`config.mk`:
```
export PLATFORM = sky130hd
export DESIGN_NAME = slime_physics
export DESIGN_NICKNAME = d
export VERILOG_FILES = /design/src/rtl/slime_physics.sv
export SDC_FILE = /design/constraint.sdc
export NUM_CORES = 1
export LEC_CHECK = 0
export ABC_AREA = 1
export ABC_CLOCK_PERIOD_IN_PS = 5500
export CAP_MARGIN = 15
export CORE_ASPECT_RATIO = 0.7
export CORE_MARGIN = 3
export CORE_UTILIZATION = 30
export CTS_BUF_LIST = sky130_fd_sc_hd__clkbuf_2
export DETAILED_ROUTE_END_ITERATION = 8
export HOLD_SLACK_MARGIN = 0.03
export PLACE_DENSITY = 0.46
export SETUP_SLACK_MARGIN = 0.02
export SLEW_MARGIN = 20
export SYNTH_ARGS = -nofsm -noshare
export SYNTH_HDL_FRONTEND = slang
export SYNTH_SLANG_ARGS = --single-unit
```
`constraint.sdc`:
```
create_clock -name clk -period 5.5 [get_ports clk]
set_clock_uncertainty 0.1 [all_clocks]
set_input_delay 1.1 -clock clk [delete_from_list [all_inputs] [get_ports clk]]
set_output_delay 1.1 -clock clk [all_outputs]
set_load 0.005 [all_outputs]
```
`src/rtl/slime_physics.sv`:
```
// Player slime motion engine: heading register, x wrap, jump/fall velocity profile, platform bounce.
// Latency: every output is registered; a physics tick shows up on the clk edge that samples clk_vga=1.
// Backpressure: none; the engine never stalls and with clk_vga low only the heading register moves.
module slime_physics #(
   parameter int N_FLOORS  = 4,
   parameter int X_MAX     = 619,
   parameter int Y_GROUND  = 479,
   parameter int CEIL_Y    = 240,
   parameter int SPRITE_W  = 20,
   parameter int FLOOR_W   = 40,
   parameter int PHASE_LEN = 80,
   parameter int X_INIT    = 310,
   parameter int Y_INIT    = 379
) (
   input  logic                    clk,
   input  logic                    rst,
   input  logic                    clk_vga,
   input  logic [1:0]              key,
   input  logic [10*N_FLOORS-1:0]  floor_x,
   input  logic [10*N_FLOORS-1:0]  floor_y,
   input  logic [N_FLOORS-1:0]     enable,
   output logic [9:0]              x,
   output logic [9:0]              y,
   output logic [8:0]              time_gap,
   output logic                    hit_ceiling,
   output logic                    land,
   output logic [3:0]              land_idx,
   output logic                    on_ground
);

   // Phase boundaries of the velocity profile; T_END closes the last phase.
   localparam logic [8:0]  PH1      = 9'(PHASE_LEN);
   localparam logic [8:0]  PH2      = 9'(2 * PHASE_LEN);
   localparam logic [8:0]  PH3      = 9'(3 * PHASE_LEN);
   localparam logic [8:0]  T_END    = 9'(4 * PHASE_LEN);
   localparam logic [9:0]  X_MAX_V  = 10'(X_MAX);
   localparam logic [9:0]  Y_GND_V  = 10'(Y_GROUND);
   localparam logic [9:0]  CEIL_V   = 10'(CEIL_Y);
   localparam logic [9:0]  X_INIT_V = 10'(X_INIT);
   localparam logic [9:0]  Y_INIT_V = 10'(Y_INIT);
   localparam logic [10:0] SPR_W11  = 11'(SPRITE_W);
   localparam logic [10:0] FLR_W11  = 11'(FLOOR_W);

   typedef enum logic [1:0] {H_INIT, H_LEFT, H_RIGHT} head_t;
   typedef enum logic [1:0] {V_RISE, V_FALL, V_GROUNDED} vstate_t;

   head_t         h_state;
   vstate_t       v_state;

   logic [1:0]          phase;
   logic                rise_step;
   logic                fall_step;
   logic [9:0]          x_step;
   logic [N_FLOORS-1:0] match;
   logic                hit;
   logic [3:0]          hit_idx;

   // Heading follows the key every clk, independent of the physics tick.
   always_ff @(posedge clk or posedge rst) begin
      if (rst) begin
         h_state <= H_INIT;
      end else begin
         case (key)
            2'b10:   h_state <= H_LEFT;
            2'b01:   h_state <= H_RIGHT;
            2'b11:   h_state <= H_INIT;
            default: h_state <= h_state;
         endcase
      end
   end

   // Decode which velocity phase time_gap sits in and whether y moves this tick.
   always_comb begin
      if (time_gap < PH1)      phase = 2'd0;
      else if (time_gap < PH2) phase = 2'd1;
      else if (time_gap < PH3) phase = 2'd2;
      else                     phase = 2'd3;

      rise_step = 1'b0;
      fall_step = 1'b0;
      case (phase)
         2'd0: begin
            rise_step = 1'b1;
            fall_step = (time_gap[2:0] == 3'd0);
         end
         2'd1: begin
            rise_step = (time_gap[0] == 1'b0);
            fall_step = (time_gap[1:0] == 2'd0);
         end
         2'd2: begin
            rise_step = (time_gap[1:0] == 2'd0);
            fall_step = (time_gap[0] == 1'b0);
         end
         default: begin
            rise_step = (time_gap[2:0] == 3'd0);
            fall_step = 1'b1;
         end
      endcase
   end

   // Horizontal step for the current heading, wrapping at both screen edges.
   always_comb begin
      x_step = x;
      case (h_state)
         H_LEFT:  x_step = (x == 10'd0) ? X_MAX_V : x - 10'd1;
         H_RIGHT: x_step = (({1'b0, x} + 11'd1) > {1'b0, X_MAX_V}) ? 10'd0 : x + 10'd1;
         default: x_step = x;
      endcase
   end

   // Per-platform contact test; spans are widened to 11 bits so right edges never wrap.
   for (genvar gi = 0; gi < N_FLOORS; gi++) begin : g_floor
      logic [9:0]  fx;
      logic [9:0]  fy;
      logic [10:0] fx_lo;
      logic [10:0] fx_hi;
      logic [10:0] sx_lo;
      logic [10:0] sx_hi;
      logic        left_in;
      logic        right_in;

      assign fx       = floor_x[10*gi +: 10];
      assign fy       = floor_y[10*gi +: 10];
      assign fx_lo    = {1'b0, fx};
      assign fx_hi    = {1'b0, fx} + FLR_W11;
      assign sx_lo    = {1'b0, x};
      assign sx_hi    = {1'b0, x} + SPR_W11;
      assign left_in  = (sx_lo >= fx_lo) && (sx_lo <= fx_hi);
      assign right_in = (sx_hi >= fx_lo) && (sx_hi <= fx_hi);
      assign match[gi] = enable[gi] && (y == (fy - 10'd1)) && (left_in || right_in);
   end

   // Lowest-numbered matching platform wins the bounce.
   always_comb begin
      hit     = 1'b0;
      hit_idx = 4'd0;
      for (int i = N_FLOORS - 1; i >= 0; i--) begin
         if (match[i]) begin
            hit     = 1'b1;
            hit_idx = 4'(i);
         end
      end
   end

   // Vertical state machine plus x position; everything advances only on a tick.
   always_ff @(posedge clk or posedge rst) begin
      if (rst) begin
         x           <= X_INIT_V;
         y           <= Y_INIT_V;
         v_state     <= V_FALL;
         time_gap    <= 9'd1;
         hit_ceiling <= 1'b0;
         land        <= 1'b0;
         land_idx    <= 4'd0;
         on_ground   <= 1'b0;
      end else begin
         land <= 1'b0;
         if (clk_vga) begin
            if (!on_ground) begin
               x <= x_step;
            end
            case (v_state)
               V_RISE: begin
                  if (time_gap < T_END) begin
                     // A ceiling-suppressed jump still runs the clock so it lasts as long as a real one.
                     if (!hit_ceiling && rise_step) begin
                        y <= y - 10'd1;
                     end
                     time_gap <= time_gap + 9'd1;
                  end else if (time_gap == T_END) begin
                     time_gap <= time_gap + 9'd1;
                  end else begin
                     v_state     <= V_FALL;
                     time_gap    <= 9'd1;
                     hit_ceiling <= 1'b0;
                  end
               end
               V_FALL: begin
                  if (y == Y_GND_V) begin
                     v_state   <= V_GROUNDED;
                     on_ground <= 1'b1;
                     time_gap  <= 9'd1;
                  end else if (hit) begin
                     v_state     <= V_RISE;
                     time_gap    <= 9'd1;
                     hit_ceiling <= (y < CEIL_V);
                     land        <= 1'b1;
                     land_idx    <= hit_idx;
                  end else if (time_gap < T_END) begin
                     if (fall_step) begin
                        y <= y + 10'd1;
                     end
                     time_gap <= time_gap + 9'd1;
                  end else if (time_gap == T_END) begin
                     time_gap <= time_gap + 9'd1;
                  end else begin
                     // Terminal velocity: one pixel per tick with the counter parked.
                     y <= y + 10'd1;
                  end
               end
               default: begin
                  v_state <= V_GROUNDED;
               end
            endcase
         end
      end
   end

endmodule

```
==> impl_metrics.py <==
metrics = {
    "placed_design": {
        "place_congestion": 0.880,
        "dp.final_hpwl_mm": 22.3,
        "port_buffers": 122,
    },
    "global_routing": {
        "grt-ovfl-total": 0,
        "grt.total_usage_pct": 18.6,
        "antenna_found_initial": 0,
        "grt_max_degree": 39,
        "grt_pass1_wl_mm": 43.3,
        "grt_pass1_vias": 7881,
    },
    "sta": {
        "maxSlewHeadroom_pct": 57.4,
        "setup_violations": 0,
        "hold_viol": 0,
        "worstMarginPinSlew_ns": 0.639,
        "fin_crit_sh_pct": 74.7,
        "slew_viol_final": 0,
        "fmax_mhz": 244,
        "period_minus_slack_ns": 4.11,
        "finalSetupTns_ns": 0,
        "rsz0062_at_grt": "false",
    },
    "job": {
        "max-cap-violations": 0,
    },
    "synthesis": {
        "synth-compound-area-share_pct": 12.1,
        "synth_top_family_by_area": "simple AND/OR/NAND/NOR gates",
        "synth-edff-count": 0,
        "ys_seq_elements": 38,
        "ys.flop_type": "dfrtp_1",
        "synth_mux_area_share_pct": 0,
        "syn_area_um2": 8150,
        "synth_area_per_cell_um2": 6.45,
        "synth_cells": 1264,
        "yosysSeqAreaShare_pct": 11.9,
        "yosysUniqueCellTypes": 56,
        "synth-simple-area-share_pct": 33.9,
        "yosys_warnings": 0,
        "synth-xor-area-share_pct": 10.4,
        "ys_async_sr_fraction_pct": 100,
        "synth_fa_ha_area_share_pct": 21.0,
    },
    "die": {
        "die_w_um": 203,
        "io_pins": 125,
        "num_rows": 49,
        "core-area_um2": 26200,
        "die_area_um2": 29200,
        "start_util_pct": 31.1,
        "die_h_um": 144,
    },
    "cells_and_area": {
        "drive_gt1_share_pct": 5.78,
        "nets": 1608,
        "synthToLayoutAreaGrowth_pct": 20.1,
        "mostFrequentLayoutCell": "nand2_1",
        "mostFrequentLayoutCells": "nand2_1, inv_1, ha_1",
        "antenna_cells": 0,
    },
    "setup_path": {
        "critPathKind": "register to register",
        "path_cells": "inv_1 > ha_1 > ha_1 > nand2_1 > o31ai_1 > o21ai_0 > nand3b_1 > nand3_1 > nand2_1 > nand2_1 > nand2_1 > nand2_2 > nand2_2 > nor2_8 > nand3_2 > nand2_1 > nand2_1 > o21ai_1",
        "start_kind": "register",
        "end_kind": "register",
        "cp_max_fo": 12,
        "critPathMostFrequentCell": "nand2_1",
        "cpPeakStageDelay_ns": 0.89,
        "crit_start": "x[2]",
        "crit_required_ns": 5.76,
        "slowest_stage": "dfstp_2",
        "rr_startpoint": "x[2]",
        "cp_data_arrival_time_ns": 4.37,
        "reg2regPathDepth": 18,
    },
    "pwr": {
        "p_leak_nw": 4.93,
        "power_frac_seq_pct": 18.3,
        "intPower_w": 0.00171,
        "irDropWorstVdd_mv": 0.138,
        "comb_power_share_pct": 78.2,
        "p_switching_w": 0.00236,
        "clockPowerShare_pct": 3.5,
        "swShare_pct": 57.9,
        "cellPowerDensity_nw_per_um2": 416,
        "power_w": 0.00407,
    },
    "detailed_routing": {
        "drt_iter0_markers": 560,
        "via_count": 8363,
        "remaining_drc_errors": 0,
        "wl_per_cell_um": 15.6,
        "via_per_inst": 4.80,
        "postRouteWirelength_mm": 27.2,
        "dr.pass1.iters": 5,
        "ant_nets": 0,
    },
    "clock_tree": {
        "cts-root-buf": "clkbuf_2",
        "numCtsBuffers": 5,
        "post_cts.repair.setup_buffers": 0,
        "clock_path_buffers": 2,
        "cts_resized": 0,
        "clk_pin_slew_ns": 0.25,
        "clk_latency_ns": 0.44,
        "tritoncts": "built",
        "htree_levels": 2,
        "postCtsHoldBufs": 0,
        "clock_sinks": 38,
    },
    "min_path": {
        "hold_start": "h_state[1]",
        "min_path_type": "register to register",
        "hold_depth": 2,
    },
    "status": {
        "outcome": "finished, final reports clean",
    },
}
-- power by group through the flow --
| stage | clock [W] | combinational, W | sequential (W) |
|---|---|---|---|
| after floorplan | 0 | 0.00229 | 0.000560 |
| after global placement | 0 | 0.00317 | 0.000758 |
| after detailed placement | 0 | 0.00317 | 0.000753 |
| after CTS | 0.000152 | 0.00319 | 0.000748 |
| after global routing | 0.000165 | 0.00365 | 0.000772 |
| final | 0.000144 | 0.00318 | 0.000745 |
-- metal layers --
layer / global-route usage, % / wire length (um) / up-vias
met4: 2.06 / 226 / 0
li1: - / - / 4395
met5: 0 / 0 / -
met3: 2.22 / 1020 / 18
met2: 26.6 / 10500 / 168
met1: 30.0 / 15400 / 3782
-- cell usage after synthesis (3+ instances only) --
cell / number / area [um2]
buf_6: 5 / 56.3
a21oi_1: 57 / 285
o21ai_0: 38 / 190
or2_2: 6 / 37.5
a211oi_1: 4 / 30.0
dfrtp_1: 24 / 601
nor2_1: 130 / 488
a21o_1: 3 / 22.5
nand2_1: 293 / 1100
xnor2_1: 18 / 158
ha_1: 135 / 1690
nor3_1: 37 / 185
nand3_2: 6 / 60.1
inv_2: 6 / 22.5
nand3_1: 70 / 350
dfstp_2: 14 / 368
buf_2: 4 / 20.0
o31ai_1: 3 / 22.5
inv_1: 186 / 698
nor4_1: 9 / 56.3
nand4_1: 33 / 206
nand2_2: 10 / 62.6
o22ai_1: 8 / 50.1
o21ai_2: 7 / 61.3
o211ai_1: 3 / 22.5
nand2_4: 4 / 45.0
buf_4: 5 / 37.5
o2111ai_1: 4 / 35.0
o21ai_1: 11 / 55.1
a31oi_1: 4 / 25.0
xor2_1: 76 / 666
o21bai_1: 9 / 67.6
nand3b_1: 7 / 52.6
clkbuf_1: 5 / 18.8
-- critical path: cells and delay by family (launching register included) --
family / cells / cell delay (ns)
simple gates: 12 / 1.25
fa+ha+maj: 2 / 1.11
flops: 1 / 0.89
compound gates: 3 / 0.35
buf+inv: 1 / 0.34
-- logic make-up (layout without fill, tap and decap cells) --
logic type | Yosys count | in the layout
and+or+nand+nor | 616 | 616
buffers and inverters | 214 | 333
AOI/OAI and AO/OA | 164 | 164
adders and majority gates | 136 | 136
xor gates and xnor gates | 95 | 95
DFF | 38 | 38
other | 1 | 2
-- worst paths after layout --
path / to / slack, ns
worst max register to register: time_gap[1] / 1.39
min in group asynchronous: x[9] / 0.96
worst max-delay path: time_gap[1] / 1.39
worst min-delay path: h_state[1] / 0.43
worst min register to register: h_state[1] / 0.43
max in group asynchronous: time_gap[0] / 3.95
-- registers in the layout (all words and copies together) (netlist names) --
register	flops
x	10
time_gap	9
land	1
hit_ceiling	1
h_state	2
v_state	2
on_ground	1
land_idx	2
y	10
-- through the flow --
step	instances	setup WS, ns	hold slack (ns)	cell area [um2]	util, %
floorplan	1265	2.15	0.360	8160	-
detailed placement	1733	1.12	0.393	9750	37.2
global route	1741	1.13	0.466	9790	37.4
finish	1741	1.39	0.433	9790	37.4
CTS	1741	1.38	0.438	9790	37.4
global placement	1733	1.04	0.382	9750	37.2
-- cell type report --
cell class	instances	area, um2
clock buffer	5	25.0
clock inverter	3	21.3
fill	2866	16400
inverter	194	733
multi-input combinational	1013	6310
sequential	38	968
tap	357	447
timing repair buffer	131	1290
(Power assumes the default switching activity.)
